<file path="config.mk">
export PLATFORM = sky130hd
export DESIGN_NAME = mac_dot_accumulator
export DESIGN_NICKNAME = d
export VERILOG_FILES = /design/src/rtl/mac_dot_accumulator.sv
export SDC_FILE = /design/constraint.sdc
export NUM_CORES = 1
export LEC_CHECK = 0
export ABC_AREA = 1
export CORE_MARGIN = 4
export CORE_UTILIZATION = 55
export DETAILED_ROUTE_END_ITERATION = 8
export PLACE_DENSITY = 0.74
export SLEW_MARGIN = 20
export SYNTH_ARGS = -nofsm -noshare
export SYNTH_HDL_FRONTEND = slang
export SYNTH_SLANG_ARGS = --single-unit
</file>
<file path="constraint.sdc">
create_clock -name clock -period 10.36 [get_ports clock]
set_input_delay 1.036 -clock clock [delete_from_list [all_inputs] [get_ports clock]]
set_output_delay 1.036 -clock clock [all_outputs]
set_load 0.01 [all_outputs]
</file>
<file path="src/rtl/mac_dot_accumulator.sv">
// mac_dot_accumulator
//   Streams 4-lane signed 8x8 operand beats through a MAC_LAT-stage multiply-add
//   pipeline. It accumulates the 18-bit partial sums over VEC_BEATS beats and
//   emits one signed dot product per vector on a valid/ready output.
//
// Ports
//   clock        in   rising-edge clock
//   resetn       in   asynchronous active-low reset
//   in_valid     in   operand beat valid
//   in_ready     out  beat accepted when in_valid && in_ready
//   in_a, in_b   in   32-bit lanes [8i+7:8i], signed 8-bit, i = 0..3
//   out_valid    out  result valid, held until out_ready
//   out_ready    in   consumer ready
//   out_data     out  ACC_W signed dot product, two's-complement wrap
//   out_overflow out  sticky signed accumulator overflow for this vector
//
// State  | meaning
// -------+----------------------------------------------------------------
// ACCUM  | accepting beats; blocked only while a result waits for the consumer
// DRAIN  | last beat accepted; wait for its result to reach the output register
module mac_dot_accumulator #(
    parameter int VEC_BEATS = 16,
    parameter int MAC_LAT   = 2,
    parameter int ACC_W     = 32
) (
    input  logic             clock,
    input  logic             resetn,
    input  logic             in_valid,
    output logic             in_ready,
    input  logic [31:0]      in_a,
    input  logic [31:0]      in_b,
    output logic             out_valid,
    input  logic             out_ready,
    output logic [ACC_W-1:0] out_data,
    output logic             out_overflow
);

    localparam int CNT_W = (VEC_BEATS > 1) ? $clog2(VEC_BEATS) : 1;

    typedef enum logic [1:0] {
        ST_ACCUM = 2'd0,
        ST_DRAIN = 2'd1
    } state_t;

    state_t             r_state, w_state_nxt;
    logic [CNT_W-1:0]   r_cnt, w_cnt_nxt;
    logic               w_accept, w_first, w_last;

    logic [31:0]        r_a, r_b;
    logic [MAC_LAT-1:0] r_vld, r_fst, r_lst;

    logic signed [15:0] w_ext_a [4];
    logic signed [15:0] w_ext_b [4];
    logic signed [15:0] w_prod  [4];
    logic signed [17:0] w_sum0, w_sum_out;

    logic signed [ACC_W-1:0] r_acc, w_sum_ext, w_acc_add;
    logic                    r_ov, w_add_ov, r_fin;

    assign in_ready = (r_state == ST_ACCUM) && !(out_valid && !out_ready);
    assign w_accept = in_valid && in_ready;
    assign w_first  = (r_cnt == '0);
    assign w_last   = (r_cnt == CNT_W'(VEC_BEATS - 1));

    always_ff @(posedge clock or negedge resetn) begin
        if (!resetn) begin
            r_state <= ST_ACCUM;
            r_cnt   <= '0;
        end else begin
            r_state <= w_state_nxt;
            r_cnt   <= w_cnt_nxt;
        end
    end

    always_comb begin
        w_state_nxt = r_state;
        w_cnt_nxt   = r_cnt;
        case (r_state)
            ST_ACCUM: begin
                if (w_accept) begin
                    if (w_last) begin
                        w_cnt_nxt   = '0;
                        w_state_nxt = ST_DRAIN;
                    end else begin
                        w_cnt_nxt = r_cnt + CNT_W'(1);
                    end
                end
            end
            ST_DRAIN: begin
                // r_fin high means the output register loads on this edge.
                if (r_fin) w_state_nxt = ST_ACCUM;
            end
            default: w_state_nxt = ST_ACCUM;
        endcase
    end

    // Stage 1 captures the operands; valid/first/last tags ride alongside.
    always_ff @(posedge clock or negedge resetn) begin
        if (!resetn) begin
            r_a   <= '0;
            r_b   <= '0;
            r_vld <= '0;
            r_fst <= '0;
            r_lst <= '0;
        end else begin
            if (w_accept) begin
                r_a <= in_a;
                r_b <= in_b;
            end
            r_vld[0] <= w_accept;
            r_fst[0] <= w_first;
            r_lst[0] <= w_last;
            for (int k = 1; k < MAC_LAT; k++) begin
                r_vld[k] <= r_vld[k-1];
                r_fst[k] <= r_fst[k-1];
                r_lst[k] <= r_lst[k-1];
            end
        end
    end

    // Lanes are sign-extended to 16 bits; every 8x8 signed product fits exactly.
    always_comb begin
        w_sum0 = '0;
        for (int i = 0; i < 4; i++) begin
            w_ext_a[i] = {{8{r_a[8*i+7]}}, r_a[8*i +: 8]};
            w_ext_b[i] = {{8{r_b[8*i+7]}}, r_b[8*i +: 8]};
            w_prod[i]  = w_ext_a[i] * w_ext_b[i];
            w_sum0     = w_sum0 + {{2{w_prod[i][15]}}, w_prod[i]};
        end
    end

    generate
        if (MAC_LAT == 1) begin : g_sum_direct
            assign w_sum_out = w_sum0;
        end else begin : g_sum_pipe
            logic signed [17:0] r_sum [MAC_LAT-1];
            always_ff @(posedge clock or negedge resetn) begin
                if (!resetn) begin
                    for (int k = 0; k < MAC_LAT - 1; k++) r_sum[k] <= '0;
                end else begin
                    r_sum[0] <= w_sum0;
                    for (int k = 1; k < MAC_LAT - 1; k++) r_sum[k] <= r_sum[k-1];
                end
            end
            assign w_sum_out = r_sum[MAC_LAT-2];
        end
    endgenerate

    assign w_sum_ext = ACC_W'(w_sum_out);
    assign w_acc_add = r_acc + w_sum_ext;
    assign w_add_ov  = (r_acc[ACC_W-1] == w_sum_ext[ACC_W-1]) &&
                       (w_acc_add[ACC_W-1] != r_acc[ACC_W-1]);

    always_ff @(posedge clock or negedge resetn) begin
        if (!resetn) begin
            r_acc <= '0;
            r_ov  <= 1'b0;
            r_fin <= 1'b0;
        end else begin
            if (r_vld[MAC_LAT-1]) begin
                if (r_fst[MAC_LAT-1]) begin
                    r_acc <= w_sum_ext;
                    r_ov  <= 1'b0;
                end else begin
                    r_acc <= w_acc_add;
                    r_ov  <= r_ov | w_add_ov;
                end
            end
            r_fin <= r_vld[MAC_LAT-1] && r_lst[MAC_LAT-1];
        end
    end

    // A load wins over consumption, so a result arriving while out_ready is high is kept.
    always_ff @(posedge clock or negedge resetn) begin
        if (!resetn) begin
            out_valid    <= 1'b0;
            out_data     <= '0;
            out_overflow <= 1'b0;
        end else if (r_fin) begin
            out_valid    <= 1'b1;
            out_data     <= r_acc;
            out_overflow <= r_ov;
        end else if (out_valid && out_ready) begin
            out_valid <= 1'b0;
        end
    end

endmodule

</file>
**Word-level counts from Yosys, hierarchy flattened**

Cells that the tools add are included.

- Word-level logic and storage cells: 53
- Output and inout port bits: 35
- Register bits: 162

- Reduce and logical (&&, ||, !) cells: 13
- Add/sub/neg operators: 5
- Equality and inequality tests: 7
- Multiply operators: 4
- Muxes and demuxes: 9
- Bitwise gates (word level): 1

Operator list:

| operator | count |
|---|---|
| multiplier 8 x 8 -> 16 bit | 4 |
| adder 32 x 18 -> 32 bit | 1 |
| 2-to-1 mux 32 bit | 1 |
| adder 17 x 16 -> 18 bit | 1 |
| adder 18 bit | 1 |
| adder 16 x 16 -> 17 bit | 1 |
| logical AND 1 bit | 6 |
| 2-to-1 mux 2 bit | 3 |
| != test 2 bit (second input constant) | 3 |
| adder 4 x 1 -> 4 bit (second input constant) | 1 |
| equality test 4 bit (second input constant) | 1 |
| zero test 4 bit | 1 |
| 2-to-1 mux 4 bit | 1 |
| case mux 2 bit (2 select lines) | 1 |
| 2-to-1 mux 1 bit | 3 |
| AND reduction 3 bit | 1 |
| equality test 2 x 1 -> 1 bit (second input constant) | 1 |
| zero test 1 bit | 2 |
| zero test 2 bit | 1 |
| AND reduction 2 bit | 1 |
| nonzero test 2 bit | 1 |
| equality test 1 bit | 1 |
| != test 1 bit | 1 |
| bitwise OR 1 bit | 1 |

**Logic depth before layout (Yosys ltp)**

- Word-level depth: 7
- Mapped depth: 41

**Worst setup path after synthesis**

No wires, ideal clock.

- Path type: reg2reg
- Start point: register r_a[24]
- End point: register g_sum_pipe.r_sum[15] (netlist name)
- Slack: 2,656 ps
- Data arrival time: 7,624 ps
- Cell stages (with the launch flop): 36
- Buffers on the path: 1
- Library setup time: 80 ps
- Cells stage by stage: dfrtp_1 -> clkbuf_1 -> or2_2 -> fa_1 -> fa_1 -> inv_1 -> fa_1 -> inv_1 -> fa_1 -> inv_1 -> ha_1 -> nand2_1 -> nand2_1 -> nand3_1 -> nand2_1 -> a21oi_1 -> nor2_1 -> nor2_1 -> xor2_1 -> inv_1 -> ha_1 -> inv_1 -> fa_1 -> inv_1 -> ha_1 -> fa_1 -> inv_1 -> fa_1 -> fa_1 -> inv_1 -> ha_1 -> a21o_1 -> a31oi_1 -> nand3_1 -> a21oi_1 -> xnor2_1

- Word-level cells in the longest chain between the ends: 2

Ends and longest elaborated chain:

| item | line | text |
|---|---|---|
| from (decl) | 49 | `logic [31:0] r_a, r_b;` |
| from (signal assigned) | 107 | `r_a <= in_a;` |
| multiplier 8 x 8 -> 16 bit | 127 | `w_prod[i] = w_ext_a[i] * w_ext_b[i];` |
| adder 18 bit | 128 | `w_sum0 = w_sum0 + {{2{w_prod[i][15]}}, w_prod[i]};` |
| via w_sum0[15] | 55 | `logic signed [17:0] w_sum0, w_sum_out;` |
| to (decl) | 136 | `logic signed [17:0] r_sum [MAC_LAT-1];` |

The timed path passes the listed nets, and every way through them passes these cells.
A chain may end at the register's enable or synchronous reset.

**Worst setup path in the final report**

- Start point: register r_b[26]
- End point: register g_sum_pipe.r_sum[17] (netlist name)

- Word-level cells in the longest chain between the ends: 2

Ends and longest elaborated chain:

| item | line | text |
|---|---|---|
| from (decl) | 49 |  |
| from (signal assigned) | 108 | `r_b <= in_b;` |
| multiplier 8 x 8 -> 16 bit | 127 |  |
| adder 18 bit | 128 |  |
| via w_sum0[17] | 55 |  |

The timed path passes the listed nets, and every way through them passes these cells.

==> results_dict.tcl <==
set metrics [dict create \
    synth_cell_types 35 \
    vias 15600 \
    placed_cell_area_sq_um 21300 \
    netlist.area_leader.share_pct 30.4 \
    num_rows 69 \
    fin_crit_sh_pct 79.3 \
    grt_setup_unrepaired "no" \
    syn_nets 3086 \
    cts_resized 0 \
    crit_top_cell "inv_1" \
    period_needed_ns 8.21 \
    final_cell_area_sq_um 21900 \
    arrival_ns 8.57 \
    hold_viol_final 0 \
    numCtsBuffers 17 \
    io_pins 103 \
    drt-initial-drc-count 815 \
    finClkSkew_ns 0.0105 \
    clockBufferDepth 2 \
    clkTransAtPathRegs_ns 0.07 \
    cts_tree "done" \
    crit_type "flop to flop" \
    viasPerCell 5.06 \
    fp.coreArea_sq_um 35700 \
    fmax_mhz 122 \
    maxCapViolations 0 \
    final_cell_mix "nand2_1, inv_1, fa_1, dfrtp_1, ha_1" \
    grt_pass1_wl_microns 79300 \
    htreeDepth 4 \
    syn-cell-area_sq_um 20000 \
    synth_area_leaders "fa_1, dfrtp_1, nand2_1" \
    leakage_nw 12.8 \
    reg2regPathDepth 34 \
    routed_wl_microns 47000 \
    nNetsFinal 3124 \
    slew_violations 0 \
    synth.avg_cell_area_sq_um 7.82 \
    end_kind "flop" \
    mostFrequentLayoutCell "nand2_1" \
    routedWlPerCell_microns 15.3 \
    grt.overflow.total 0 \
    setup_tns_ns 0 \
    min_path_cells 0 \
    io_buffers 102 \
    clock-sinks 161 \
    required_ns 10.71 \
    hpwl_microns 38700 \
    antenna_found_initial 0 \
    power_density_nw_per_um2 287 \
    cpMaxStageDelayCell "fa_1" \
    die_h_microns 199 \
    first_pass_iters 5 \
    ys_seq_elements 161 \
    cts_setup_buffers 0 \
    drc_errors 0 \
    slowest_delay_ns 0.76 \
    grt_pass1_vias 16500 \
    drive_gt1_share_pct 2.83 \
    setup_viol 0 \
    yosysWarningCount 0 \
    vdd_drop_max_uv 440 \
    area_growth_pct 9.55 \
    drtAntennaViolNets 0 \
    start_util_pct 56.0 \
    synthCells 2562 \
    grt_usage_pct 25.1 \
    p_total_mw 6.30 \
    gp_congestion 0.940 \
    die_w_microns 199 \
    min_path_type "flop to flop" \
    cp-start-kind "flop" \
    cts_root_buffer "clkbuf_16" \
    seq_area_frac_synth_pct 20.1 \
    status "finished clean" \
    cts-hold-fix-buffers 0 \
    fp.dieArea_sq_um 39500 \
    synth.largest_area_cell "fa_1" \
    grt_start_max_net_pins 74 \
    relSlewSlack_pct 36.7 \
    worstSkewPairLatency_ns 0.46 \
    tightest_slew_ns 0.949 \
    diodes 0 \
    critPathMaxFanout 9 \
]
-- power breakdown --
group	switching (mW)	leakage [nW]	internal (mW)
registers	0.108	2.08	0.770
clock network	0.308	0.306	0.377
logic	2.88	10.4	1.85
total	3.30	12.8	3.00
-- area by class of cell --
class / instances / area (sq um)
flip-flops and latches: 161 / 4030
clock buffers: 19 / 453
repair buffers: 109 / 1070
fillers: 3169 / 13800
multi-input cells: 1637 / 13100
clock inverters: 13 / 170
inverters: 674 / 2530
well taps: 461 / 577
-- sequential cells by signal, indices dropped and copies added (netlist names), 2 cells and up --
name / count
g_sum_pipe.r_sum: 18
out_data: 32
r_a: 32
r_acc: 32
r_b: 32
r_cnt: 4
r_fst: 2
r_lst: 2
r_vld: 2
-- metrics by stage --
step	instances	hold slack, ns	worst slack (ns)	util, %
floorplan	2562	0.331	2.66	-
global placement	3042	0.333	2.32	59.6
detailed placement	3042	0.336	2.22	59.6
CTS	3074	0.353	2.18	61.4
global route	3074	0.360	1.59	61.4
finish	3074	0.351	2.15	61.4
-- worst paths after layout --
kind	startpoint	end	slack (ns)
max	r_b[26]	g_sum_pipe.r_sum[17]	2.15
min	r_fst[0]	r_fst[1]	0.35
max reg2reg	r_b[26]	g_sum_pipe.r_sum[17]	2.15
min reg2reg	r_fst[0]	r_fst[1]	0.35
max in group asynchronous	resetn	r_b[5]	8.71
min in group asynchronous	resetn	r_acc[2]	0.43
-- cells by family after synthesis --
logic type | after synthesis | synth area share (%)
AOI/OAI and AO/OA | 124 | 3.37
xor gates and xnor gates | 47 | 2.06
adders and majority gates | 456 | 39.9
buffers and inverters | 764 | 14.5
DFF | 161 | 20.1
and+or+nand+nor | 1010 | 20.1
-- worst max-delay path: cells and delay by family, from the launching register on --
kind | cells | cell delay [ns]
adder cells (fa/ha/maj) | 12 | 5.62
AND/OR/NAND/NOR | 11 | 1.16
flip-flops | 1 | 0.54
buffers and inverters | 9 | 0.51
AO/OA/AOI/OAI | 1 | 0.13
XOR/XNOR | 1 | 0.13
-- Yosys cell counts (all sizes together) --
master and instances:
nand2 805, inv 671, fa 304, dfrtp 161, ha 152, nor2 84
clkbuf 78, nand3 77, a21oi 61, o21ai 40, xor2 31, or2 18
xnor2 16, buf 12, nand4 12, nor3 10, a21o 5, o22ai 4
a31oi 3, and2 3, clkinv 3, o21bai 3, a21boi 2, o211ai 2
o221ai 2, a31o 1, nor3b 1, o2111ai 1
-- layer usage --
metal  vias to the layer above  routed length (microns)  global-route usage, %
met2                       376                    24400                   45.2
met4                         0                     1900                   9.98
met5                         -                        0                      0
met1                      7613                    18700                   30.8
li1                       7475                        -                      -
met3                        95                     1940                   3.24
Power figures use the tool's default switching activity.
